$ cat src/rtl/fifo_pkg.sv
// Shared constants and pointer helpers for the single-clock FIFO.
// Pointers carry one extra wrap bit above the memory address bits.
package fifo_pkg;

    localparam int unsigned FIFO_WIDTH = 8;
    localparam int unsigned FIFO_DEPTH = 16;

    // Increment a ptr_w-bit pointer, wrapping back to zero past its top value.
    function automatic logic [31:0] ptr_inc(input logic [31:0] ptr, input int unsigned ptr_w);
        logic [31:0] mask;
        mask = (32'd1 << ptr_w) - 32'd1;
        return (ptr + 32'd1) & mask;
    endfunction

    function automatic logic ptr_empty(input logic [31:0] wptr, input logic [31:0] rptr);
        return (wptr == rptr);
    endfunction

    // Full: address bits match while the wrap bits differ.
    function automatic logic ptr_full(input logic [31:0] wptr, input logic [31:0] rptr,
                                      input int unsigned addr_w);
        return ((wptr ^ rptr) == (32'd1 << addr_w));
    endfunction

endpackage

$ cat src/rtl/fifo_mem.sv
// Simple dual-port storage: synchronous write port, registered read port with enable.
// The array itself is never reset; only the read register is.
module fifo_mem
    import fifo_pkg::*;
#(
    parameter int unsigned WIDTH = FIFO_WIDTH,
    parameter int unsigned DEPTH = FIFO_DEPTH
) (
    input  logic                     clk,
    input  logic                     rst_n,
    input  logic                     i_wr_en,
    input  logic [$clog2(DEPTH)-1:0] i_wr_addr,
    input  logic [WIDTH-1:0]         i_wr_data,
    input  logic                     i_rd_en,
    input  logic [$clog2(DEPTH)-1:0] i_rd_addr,
    output logic [WIDTH-1:0]         o_rd_data
);

    logic [WIDTH-1:0] r_mem [DEPTH];
    logic [WIDTH-1:0] r_rd_data;

    // Storage write port.
    always_ff @(posedge clk) begin
        if (i_wr_en) begin
            r_mem[i_wr_addr] <= i_wr_data;
        end
    end

    // Read register: loads on an accepted read, otherwise holds.
    always_ff @(posedge clk or negedge rst_n) begin
        if (!rst_n) begin
            r_rd_data <= {WIDTH{1'b0}};
        end else if (i_rd_en) begin
            r_rd_data <= r_mem[i_rd_addr];
        end
    end

    assign o_rd_data = r_rd_data;

endmodule

$ cat src/rtl/fifo_async.sv
// Single-clock FIFO: wrap-bit pointers, flags decoded from registered pointers only.
// Writes when full and reads when empty are dropped.
module fifo_async
    import fifo_pkg::*;
#(
    parameter int unsigned WIDTH = FIFO_WIDTH,
    parameter int unsigned DEPTH = FIFO_DEPTH
) (
    input  logic             clk,
    input  logic             rst_n,
    input  logic             wr_en,
    input  logic [WIDTH-1:0] wr_data,
    output logic             full,
    input  logic             rd_en,
    output logic [WIDTH-1:0] rd_data,
    output logic             empty
);

    localparam int unsigned ADDR_W = $clog2(DEPTH);
    localparam int unsigned PTR_W  = ADDR_W + 1;

    logic [PTR_W-1:0] r_wptr;
    logic [PTR_W-1:0] r_rptr;
    logic [PTR_W-1:0] w_wptr_nxt;
    logic [PTR_W-1:0] w_rptr_nxt;
    logic             w_full;
    logic             w_empty;
    logic             w_wr_acc;
    logic             w_rd_acc;

    assign w_empty    = ptr_empty(32'(r_wptr), 32'(r_rptr));
    assign w_full     = ptr_full(32'(r_wptr), 32'(r_rptr), ADDR_W);
    // Gating with rst_n keeps a request coincident with reset from touching memory.
    assign w_wr_acc   = wr_en & ~w_full & rst_n;
    assign w_rd_acc   = rd_en & ~w_empty & rst_n;
    assign w_wptr_nxt = PTR_W'(ptr_inc(32'(r_wptr), PTR_W));
    assign w_rptr_nxt = PTR_W'(ptr_inc(32'(r_rptr), PTR_W));

    // Write pointer advances on each accepted write.
    always_ff @(posedge clk or negedge rst_n) begin
        if (!rst_n) begin
            r_wptr <= {PTR_W{1'b0}};
        end else if (w_wr_acc) begin
            r_wptr <= w_wptr_nxt;
        end
    end

    // Read pointer advances on each accepted read.
    always_ff @(posedge clk or negedge rst_n) begin
        if (!rst_n) begin
            r_rptr <= {PTR_W{1'b0}};
        end else if (w_rd_acc) begin
            r_rptr <= w_rptr_nxt;
        end
    end

    fifo_mem #(
        .WIDTH (WIDTH),
        .DEPTH (DEPTH)
    ) u_mem (
        .clk       (clk),
        .rst_n     (rst_n),
        .i_wr_en   (w_wr_acc),
        .i_wr_addr (r_wptr[ADDR_W-1:0]),
        .i_wr_data (wr_data),
        .i_rd_en   (w_rd_acc),
        .i_rd_addr (r_rptr[ADDR_W-1:0]),
        .o_rd_data (rd_data)
    );

    assign full  = w_full;
    assign empty = w_empty;

endmodule

$ cat config.mk
export PLATFORM = sky130hd
export DESIGN_NAME = fifo_async
export DESIGN_NICKNAME = d
export VERILOG_FILES = /design/src/rtl/fifo_pkg.sv /design/src/rtl/fifo_mem.sv /design/src/rtl/fifo_async.sv
export SDC_FILE = /design/constraint.sdc
export NUM_CORES = 1
export LEC_CHECK = 0
export ABC_AREA = 1
export CAP_MARGIN = 20
export CORE_ASPECT_RATIO = 0.75
export CORE_MARGIN = 2
export CORE_UTILIZATION = 33
export DETAILED_ROUTE_END_ITERATION = 10
export PLACE_DENSITY_LB_ADDON = 0.12
export SYNTH_ARGS = -nofsm -noshare
export SYNTH_HDL_FRONTEND = slang
export SYNTH_SLANG_ARGS = --single-unit
$ cat constraint.sdc
create_clock -name clk -period 2.45 [get_ports clk]
set_clock_uncertainty 0.15 [all_clocks]
set_input_delay 0.3675 -clock clk [delete_from_list [all_inputs] [get_ports clk]]
set_output_delay 0.3675 -clock clk [all_outputs]
set_load 0.05 [all_outputs]
# Word level (Yosys, flattened, before mapping)

Memory sizes are Yosys's and may differ from the RTL's. A register that Yosys moved wholly into a read port is not among the register bits.
Cells that the tools add are included.

Flip-flop bits (word level): 10
Bits in writable memories: 128
Input bits: 12
Word-level logic and storage cells: 17
Memories: 1

Add/subtract/negate cells: 2
Equal/unequal tests: 2
Mux-type cells: 2
Bitwise gates (word level): 7
Reductions and logical operators: 1

Memory list:

| name        | depth | bits a word | read ports | clocked after memory_dff | write ports | RTL line       | text |
|---|---|---|---|---|---|---|---|
| u_mem.r_mem | 16    | 8           | 1          | 1                        | 1           | fifo_mem.sv:19 | `logic [WIDTH-1:0] r_mem [DEPTH];` |

Operator list:

| kind                  | count |
|---|---|
| $add A5 B1 Y5 const B | 2 |
| $eq A5 B5 Y1          | 1 |
| $eq A5 B5 Y1 const B  | 1 |
| $xor A5 B5 Y5         | 1 |
| $and A1 B1 Y1         | 4 |
| $mux W1               | 2 |
| $not A1 Y1            | 2 |
| $logic_not A1 Y1      | 1 |

# Longest topological paths before layout

Depth in word-level cells: 7
Depth in mapped cells: 12
Mapped depth without buffers: 10

# Modules after synthesis

Synthesis repeated with hierarchy kept, for this count alone.

Cell total of the unflattened synthesis: 568
Area total of the unflattened synthesis: 6279.8 um^2

By module, submodules not included:

| module     | times used | cells each | area an instance (um^2) | seq. area each (um^2) |
|---|---|---|---|---|
| fifo_mem   | 1          | 483        | 5635.4                  | 4043.9 |
| fifo_async | 1          | 85         | 644.4                   | 250.2 |

# Least setup slack after synthesis

OpenSTA, ideal clock, no wires.

Path kind: reg-to-reg
From: reg r_rptr[1]
To: mem u_mem.r_mem[11][0] in the netlist's numbering (enable)
Arrival time: 1.510 ns
Path slack: 0.420 ns
Cell stages (with the launch flop): 10
Buffers on the path: 2
Cell sequence: dfrtp_1 > buf_4 > inv_2 > nand2_1 > nand2_1 > a21oi_2 > nand3_2 > nand3_2 > buf_2 > nor2_1

Cells in the longest elaborated chain, start to end: 7

Ends and longest elaborated chain:

| what                          | RTL line         | text |
|---|---|---|
| start: declaration            | fifo_async.sv:23 | `logic [PTR_W-1:0] r_rptr;` |
| start signal: assignment      | fifo_async.sv:51 | `r_rptr <= {PTR_W{1'b0}};` |
| start signal: assignment      | fifo_async.sv:53 | `r_rptr <= w_rptr_nxt;` |
| $xor A5 B5 Y5                 | fifo_pkg.sv:22   | `return ((wptr ^ rptr) == (32'd1 << addr_w));` |
| $eq A5 B5 Y1                  | fifo_pkg.sv:22   |  |
| $not A1 Y1                    | fifo_async.sv:34 | `assign w_wr_acc = wr_en & ~w_full & rst_n;` |
| $and A1 B1 Y1 (2 in series)   | fifo_async.sv:34 |  |
| $mux W1                       | fifo_mem.sv:24   | `if (i_wr_en) begin` |
| $mux W1 (implied by the code) | fifo_mem.sv:25   | `r_mem[i_wr_addr] <= i_wr_data;` |
| end: declaration              | fifo_mem.sv:19   |  |

No other way between the ends.

# Worst setup path in the final report

From: reg r_rptr[1]
To: out full

Cells in the longest elaborated chain, start to end: 2

Ends and longest elaborated chain:

| what             | RTL line         | text |
|---|---|---|
| $xor A5 B5 Y5    | fifo_pkg.sv:22   |  |
| $eq A5 B5 Y1     | fifo_pkg.sv:22   |  |
| end: declaration | fifo_async.sv:13 | `output logic full,` |

No other way between the ends.

==> results by stage <==
Worst setup path:
- At the worst endpoint, the arrival time is 1740 ps.
- The startpoint of the worst-slack reg-to-reg timing path is r_rptr[1].
- STA classifies the critical path startpoint as a register.
- At the worst endpoint, the required time is 1930 ps.
- STA classifies the critical path endpoint as a primary output.
- The launching instance or port of the critical path is r_rptr[1].
- The biggest fanout along the worst timing path is 11.
- The category of the most critical setup path is register to primary output.

Power:
- Overall power consumption after layout is estimated at 8.55 mW.
- IR analysis of the VDD net gives a maximum drop of 0.705 mV.
- The power density of the placed cells is 1080 mW/mm^2.
- The static leakage is 3.58 nW.

Floorplan:
- In this run the horizontal extent of the chip is 168 microns.
- The initial utilization of the core area, before any placement, comes to 0.340.
- The I/O pin count is 22.
- The floorplan step defined a core boundary enclosing 0.0195 sq mm.
- The floorplan has 44 rows.
- The floorplan step defined a die boundary enclosing 0.0213 sq mm.
- The die boundary height is 127 microns.

Timing:
- The headroom to the max-slew limit is 0.554.
- The clock period minus final worst setup slack is 2260 ps.
- The number of slew-limit violations in the final report is 0.
- Setup repair after global routing left no endpoint under its margin.
- Dividing the final minimum period by the clock period gives 0.921.
- Static timing analysis puts the maximum clock frequency at 443 MHz.
- At the pin with the least slew margin, the transition time is 668 ps.
- The worst path meets setup with 193 ps of slack.
- The final-report setup violation count is 0.
- The post-route worst hold slack is 230 ps.
- The setup total negative slack is 0 ps.
- The count of final hold-check violations is 0.

Logic synthesis:
- The number of synthesized register bits is 146.
- The cell area after synthesis is 0.00664 sq mm.
- Yosys attributes the largest share of cell area to sky130_fd_sc_hd__edfxtp_1 (58%), sky130_fd_sc_hd__nand2_1 (15%), sky130_fd_sc_hd__inv_1 (7.2%).
- The share of synthesized area in the top cell type comes to 0.579.
- During synthesis, Yosys emitted a total of 0 warnings.
- The top cell type by total area after synthesis is sky130_fd_sc_hd__edfxtp_1.
- Synthesis instantiated 22 different standard cells from the library.
- In this run the mean area of a mapped cell was 9.48 sq um.
- For this run, the register share of the synthesized area comes to 0.647.
- The synthesized netlist net count is 717.
- In the synthesized netlist, the number of instances is 700.

Status:
- The run finished with clean final reports.

Final layout:
- The area taken by multi-input logic gates is 0.00170 sq mm.
- The library cell used most frequently in the layout, excluding fill and tap cells, is sky130_fd_sc_hd__nand2_1.
- In the layout the commonest cells are sky130_fd_sc_hd__nand2_1 (264), sky130_fd_sc_hd__edfxtp_1 (128), sky130_fd_sc_hd__inv_1 (127).
- Compared with the post-synthesis result, the final layout area differs by 19.2%.
- The layout has 1888 filler cells.
- The number of antenna repair diodes is 0.
- In the final layout, flip-flops and latches occupy 0.00430 sq mm.
- Once layout is complete, the cells apart from fillers number 1014.
- The final layout net count is 765.
- Once layout is done, the placed cells without fillers occupy 0.00792 sq mm.
- Of the cells placed in the final design, the portion with a size suffix greater than 1 is 0.105.
- Once layout is complete, the utilization of the core stands at 0.405.

Route:
- Wires add up to 17000 microns.
- The vias after detailed routing is 4643.
- The count of unresolved DRC violations after routing is 0.
- The average vias per placed instance is 4.58.
- For this run, the detailed router's first-pass iteration total came to 5.
- The average detailed-routed wire length per instance is 16.7 microns.
- Once detail routing completed, the nets flagged for antenna violations numbered 0.
- The starting DRC count in detailed routing is 484.

Global route:
- The via count of the first global-routing pass was 4841.
- The global-route usage over all layers is 0.171.
- Global routing finished with a remaining overflow of 0.
- Entering global routing, the biggest net connects 66 pins.
- The first-pass GRT wire length is 27000 microns.
- The initial antenna violation count is 0.

Clock network:
- Clock-pin slew was measured on the worst setup and hold paths at 60 ps.
- Buffers added to address setup during post-CTS repair amount to 0.
- The TritonCTS clock tree is yes.
- The total number of H-tree levels is 4.
- CTS placed an instance of sky130_fd_sc_hd__clkbuf_16 at the clock tree root.
- The count of hold buffers inserted by post-cts repair is 0.
- The number of clock sinks is 146.
- TritonCTS created 17 clock buffers.
- The clock tree buffer depth is 2.
- The number of cells upsized or downsized after cts is 0.
- The clock reaches the later pin of the worst-skew pair after 420 ps.

Placement:
- The number of instances in the placed design is 982.
- The area of placed instances is 0.00731 sq mm.
- The HPWL after detailed placement is 11300 microns.
- The weighted congestion reported at the end of routability-driven placement is 0.833.
- Input and output buffers added on the ports amount to 21.
- Prior to clock tree synthesis, the placed netlist has a worst setup slack of 337 ps.

Flow run:
- The tool flagged a number of max-cap violations equal to 0.

Worst hold path:
- The path class of the tightest hold or removal check is primary input to async pin.
## cell families (layout without fill, tap and decap cells)
family	after synthesis	count (layout)	share of synthesized area
simple gates	376	376	0.233
flops	146	146	0.647
compound gates	2	2	0.00207
xor+xnor	9	9	0.0119
buf+inv	162	223	0.0969
fa+ha+maj	5	5	0.00943
## registers in the layout, summed over array words and instances, names as in the netlist
| register | flops |
|---|---|
| r_rptr | 5 |
| u_mem.r_mem | 128 |
| r_wptr | 5 |
| u_mem.o_rd_data | 8 |
## synth_stat cells (all sizes together)
cell type  instances
nor2              21
nand2            265
clkbuf             8
a21oi              1
inv              133
dfrtp             18
xnor2              3
xor2               6
buf               19
edfxtp           128
nand3             85
ha                 5
nand4              5
clkinv             2
o21ai              1
## worst paths after layout
path	end	slack (ps)	cells after the start
setup / recovery	full	190	7
hold / removal	r_wptr[2]	230	2
setup reg to reg	u_mem.r_mem[13][3]	370	9
hold reg to reg	u_mem.o_rd_data[5]	340	2
max in group asynchronous	r_rptr[0]	1710	2
min in group clk	u_mem.o_rd_data[5]	340	2
## report_power, final
group / switching, mW / internal, mW / total, mW
Clock: 1.00 / 1.63 / 2.63
Sequential: 0.145 / 2.92 / 3.06
Combinational: 1.98 / 0.869 / 2.85
## layout make-up
cell class,count,area share
Sequential cell,146,0.543
Multi-Input combinational cell,392,0.215
Tap cell,253,0.0400
Clock buffer,19,0.0560
Inverter,135,0.0640
Clock inverter,13,0.0202
Timing Repair Buffer,56,0.0623
## metal layers
layer	GRT usage	part of all wire
met5	0	0
met4	0.0614	0.017
met3	0.0331	0.052
met2	0.268	0.45
met1	0.237	0.48
## critical path, stage by stage, from the launching register on
cell and delay (ps):
sky130_fd_sc_hd__dfrtp_1 540, sky130_fd_sc_hd__inv_2 60, sky130_fd_sc_hd__nand2_1 60, sky130_fd_sc_hd__nand2_1 60
sky130_fd_sc_hd__a21oi_2 140, sky130_fd_sc_hd__nand3_2 190, sky130_fd_sc_hd__inv_2 120, sky130_fd_sc_hd__buf_12 140
Note: power is estimated with default switching activity, not from simulation.
==> variant 1, RTL diff (config.mk and constraints unchanged) <==
Change the package constant `FIFO_WIDTH` from 8 to 10.
--- a/src/rtl/fifo_pkg.sv
+++ b/src/rtl/fifo_pkg.sv
@@ -2,7 +2,7 @@
 // Pointers carry one extra wrap bit above the memory address bits.
 package fifo_pkg;
 
-    localparam int unsigned FIFO_WIDTH = 8;
+    localparam int unsigned FIFO_WIDTH = 10;
     localparam int unsigned FIFO_DEPTH = 16;
 
     // Increment a ptr_w-bit pointer, wrapping back to zero past its top value.
Ports: changed (resized rd_data and wr_data); port bits go from 22 to 26. No check against the original RTL was run, so the function may have changed too.
==> variant 1 against the original RTL <==
Fmax up 0.25%. Highest routed layer unchanged. Hold slack improved by 0.10 ns. Synthesized area increased by 22%. Synthesized cell count increased by 21%. Die area is 22% higher. Total power rose by 19%. Routed wire length increased by 30%. Cell area up 21%. Sequential cell count increased by 34. Clock power increased by 6%. Worst setup slack improved by 0.0056 ns.
==> variant 1: results (changes against the original RTL) <==
Pwr
• **maximum VDD drop** 0.000554 V, -21%
• **leakage power of the design** 4.30 nW, +20%

Synth
• **synth unique cells** 22, unchanged
• **post-synthesis cell count** 846, +21%
• **Post-synth ARST share** 11.1%, -1.2 points
• **top cells by area in the synthesized netlist** sky130_fd_sc_hd__edfxtp_1, sky130_fd_sc_hd__nand2_1, sky130_fd_sc_hd__inv_1
• **share of synthesized area occupied by flip-flops and latches** 65.4%, +0.73 points
• **synthesis warning total** 0, unchanged
• **EDFF count, synth** 160, +25%
• **syn nets** 865, +21%

Detailed routing
• **First DRT Iteration DRCs** 546, +13%
• **wl on met1** 11.3 mm, +39%
• **detailed-routed wire length on met3** 1.26 mm, +44%
• **met2 WL post-DR** 9.27 mm, +21%
• **vias post-DR** 5577, +20%
• **per-cell routed wire length** 17.7 um, +6.1%

Global route
• **vias in the first global route** 5386, +11%
• **antenna violations before repair** 1, +1
• **pin count of the biggest net entering global routing** 69, +4.5%
• **global routing usage summed across all routing layers** 18.3%, +1.3 points
• **wire length of the first global-routing pass** 33.8 mm, +25%

Final layout
• **number of nets in the final layout** 920, +20%
• **number of flip-flops under the largest register name** 160, +25%
• **fraction of layout cells with a size suffix above 1** 9.85%, -0.67 points
• **number of fill cells** 2479, +31%

Placed design
• **buffers added on ports** 25, +19%
• **instance area at placement** 0.00899 mm2, +23%
• **cell count after placement** 1213, +24%
• **final RePlAce weighted congestion** 0.840, +0.85%
• **detailed placement HPWL** 14.4 mm, +28%

Worst setup path
• **CP Data Arrival Time** 1.73 ns
• **highest cell delay on the worst timing path** 0.44 ns, -0.10 ns

Clock tree
• **clk_lat worst skew** 0.44 ns, +0.02 ns

Min path
• **classification of the worst-slack hold path** reg2reg

Status
• **outcome** completed

STA
• **worst slew margin relative to its limit** 65.6%, +10 points

variant 1: changes by cell type after synthesis, sizes merged:
cell    delta
nand2     +54
edfxtp    +32
inv       +31
nand3     +20
clkbuf     +5
buf        +3
dfrtp      +2
clkinv     -1
variant 1: kinds of logic after synthesis:
group           Yosys count  synth area share [%]
compound gates            2                 0.170
xor+xnor                  9                 0.972
fa+ha+maj                 5                 0.771
buf+inv                 200                  9.75
flops                   180                  65.4
simple gates            450                  22.9
variant 1: final timing paths:
kind | slack, ns | start | to | depth (start not counted)
setup / recovery | 0.20 | r_wptr[0] | full | 6
min in group asynchronous | 0.36 | rst_n | r_rptr[4] | 3
max in group asynchronous | 1.53 | rst_n | r_rptr[1] | 3
setup reg to reg | 0.45 | r_wptr[0] | u_mem.r_mem[2][0] | 8
hold / removal | 0.33 | u_mem.o_rd_data[3] | u_mem.o_rd_data[3] | 2
hold reg to reg | 0.33 | u_mem.o_rd_data[3] | u_mem.o_rd_data[3] | 2
variant 1: final cells by class:
| class | count | area, um2 | area share, % |
|---|---|---|---|
| flip-flops and latches | 180 | 5310 | 55.3 |
| multi-input cells | 466 | 2010 | 21.0 |
| repair buffers | 71 | 641 | 6.68 |
| inverters | 165 | 619 | 6.46 |
| clock buffers | 17 | 425 | 4.44 |
| well taps | 331 | 414 | 4.32 |
| clock inverters | 15 | 169 | 1.76 |
variant 1: report_power, final:
part | total [mW] | switching, mW | internal, mW
registers | 3.75 | 0.163 | 3.59
clock network | 2.79 | 1.26 | 1.53
logic | 3.61 | 2.52 | 1.09
total | 10.1 | 3.95 | 6.20
variant 1: through the flow:
step                total power [mW]  setup WS [ns]
global route                    10.8         0.0584
floorplan                       6.11          0.353
global placement                7.47          0.408
CTS                             10.2          0.156
finish                          10.1          0.198
detailed placement              7.44          0.439
variant 1: per-layer routing:
layer / up-vias / track usage (%)
li1: 2753 / -
met3: 15 / 3.59
met4: 0 / 4.64
met2: 148 / 25.8
met1: 2661 / 28.7
met5: - / 0
variant 1: tightest hold or removal path, cell delays in order (launching register included):
cell and delay, ns:
sky130_fd_sc_hd__dfrtp_1 0.35, sky130_fd_sc_hd__nand2_1 0.05, sky130_fd_sc_hd__nand2_1 0.05
==> variant 2, RTL diff (config.mk and constraints unchanged) <==
Made on the original files. Reset style: synchronous (`rst_n`), changed in 3 clocked blocks.
--- a/src/rtl/fifo_mem.sv
+++ b/src/rtl/fifo_mem.sv
@@ -27,7 +27,7 @@
     end
 
     // Read register: loads on an accepted read, otherwise holds.
-    always_ff @(posedge clk or negedge rst_n) begin
+    always_ff @(posedge clk) begin
         if (!rst_n) begin
             r_rd_data <= {WIDTH{1'b0}};
         end else if (i_rd_en) begin
--- a/src/rtl/fifo_async.sv
+++ b/src/rtl/fifo_async.sv
@@ -37,7 +37,7 @@
     assign w_rptr_nxt = PTR_W'(ptr_inc(32'(r_rptr), PTR_W));
 
     // Write pointer advances on each accepted write.
-    always_ff @(posedge clk or negedge rst_n) begin
+    always_ff @(posedge clk) begin
         if (!rst_n) begin
             r_wptr <= {PTR_W{1'b0}};
         end else if (w_wr_acc) begin
@@ -46,7 +46,7 @@
     end
 
     // Read pointer advances on each accepted read.
-    always_ff @(posedge clk or negedge rst_n) begin
+    always_ff @(posedge clk) begin
         if (!rst_n) begin
             r_rptr <= {PTR_W{1'b0}};
         end else if (w_rd_acc) begin
Function: differs if rst_n is asserted again (counterexample within 4 cycles, from zero or initial values and one cycle with rst_n low); with rst_n held inactive, the same outputs for 10 cycles.
==> variant 2 against the original RTL <==
Cell area down 7.2%. Sequential cell count unchanged. Worst setup slack worse by 0.018 ns. Synthesized area down 7.8%. Critical path depth unchanged. Die area down 7.6%. Routed wire length down 4.9%. Non-clock buffer count down 2. Critical path type unchanged.
Power is not compared: it rests on default switching activity, and its combinational part moved more than twofold at a synthesized area within 25%.
==> variant 2: results (changes against the original RTL) <==
Synth
• **Post-Synth Adder-Cell Area** 1.02%, +0.079 points
• **EDFF count, synth** 128, unchanged
• **syn nets** 581, -19%
• **leading cell types by count after synthesis** sky130_fd_sc_hd__nand2_1, sky130_fd_sc_hd__edfxtp_1, sky130_fd_sc_hd__nor2_1
• **compound-cell area share of the yosys netlist** 7.89%, +7.7 points
• **share of synthesized area occupied by flip-flops and latches** 68.7%, +4.0 points
• **top cells by area in the synthesized netlist** sky130_fd_sc_hd__edfxtp_1, sky130_fd_sc_hd__nand2_1, sky130_fd_sc_hd__nor2_1
• **Main synth FF type** sky130_fd_sc_hd__edfxtp_1
• **synth unique cells** 29, +32%
• **post-synthesis cell count** 564, -19%
• **post-synthesis xor/xnor area fraction** 0.715%, -0.47 points
• **multiplexer share of the synthesized area** 0%, unchanged
• **Post-synth ARST share** 0%, -12 points

Final layout
• **final-layout clock buffer total** 18, -1
• **number of flip-flops under the largest register name** 128, unchanged
• **number of nets in the final layout** 626, -18%
• **Final clock-cell share** 7.95%, +0.33 points
• **Non-clock buffers, area share** 6.51%, +0.28 points
• **number of fill cells** 1785, -5.5%
• **storage element area** 0.00421 mm2, -2.1%
• **final core occ** 40.0%, -0.45 points
• **Buffers, non-clock** 54, -3.6%
• **multi-input logic portion of the cell area** 23.2%, +1.7 points
• **Non-CTS inverters** 17, -87%
• **fraction of layout cells with a size suffix above 1** 12.7%, +2.2 points
• **antenna diode count** 0, unchanged
• **Multi-input comb cells** 373, -4.8%

Status
• **outcome** completed

Clock tree
• **Clock Sink Count** 146, unchanged
• **maximum buffer depth of the clock tree** 2, unchanged
• **clk_lat worst skew** 0.43 ns

Placed design
• **cell count after placement** 837, -15%
• **detailed placement HPWL** 10.7 mm, -5.7%
• **instance area at placement** 0.00676 mm2, -7.5%
• **pre-CTS WS** 0.260 ns, -0.0771 ns
• **final RePlAce weighted congestion** 0.831, -0.26%

Min path
• **classification of the worst-slack hold path** reg2reg
• **WHS Path Cells** 2

Detailed routing
• **per-cell routed wire length** 18.6 um, +11%
• **routed via count divided by cell count** 4.77, +4.1%
• **First DRT Iteration DRCs** 459, -5.2%
• **WL final** 16.1 mm, -4.9%

STA
• **worst slew margin relative to its limit** 56.1%, +0.64 points

Worst setup path
• **Max Fanout on Critical Path** 7, -4
• **standard cell with the maximum stage delay on the critical path** sky130_fd_sc_hd__dfxtp_1
• **CP Data Arrival Time** 1.76 ns, +0.02 ns
• **highest cell delay on the worst timing path** 0.44 ns, -0.10 ns
• **r2r worst-path depth** 10, +1
• **kind of cell adding the most delay to the critical path** simple AND/OR/NAND/NOR gates
• **critical path startpoint** r_wptr[2]

Global route
• **global routing usage summed across all routing layers** 17.4%, +0.33 points
• **vias in the first global route** 4063, -16%
• **wire length of the first global-routing pass** 24.6 mm, -9.1%

Pwr
• **portion of total power attributed to sequential cells** 47.2%

Floorplanning
• **die footprint** 0.0197 mm2, -7.6%

-- variant 2: changes by cell type after synthesis, sizes merged, moves of 4 or more --
cell / unedited run / this run
o211ai: 0 / 8
a21oi: 1 / 5
clkbuf: 8 / 13
a21boi: 0 / 8
nor2: 21 / 102
o21ai: 1 / 66
dfrtp: 18 / 0
dfxtp: 0 / 18
nor3: 0 / 4
nand2: 265 / 141
nand3: 85 / 25
inv: 133 / 16
buf: 19 / 15
-- variant 2: routing by layer --
layer,vias to the layer above,share of wire (%),global-route usage (%)
met3,11,5.2,4.29
met2,106,42,24.8
met5,-,0,0
li1,2016,-,-
met4,0,0.92,4.52
met1,2009,52,26.4
-- variant 2: final timing paths --
check                 endpoint  slack (ns)
min reg2reg          r_rptr[3]        0.35
max reg2reg  u_mem.r_mem[1][5]        0.25
max                       full        0.17
min                  r_rptr[3]        0.35
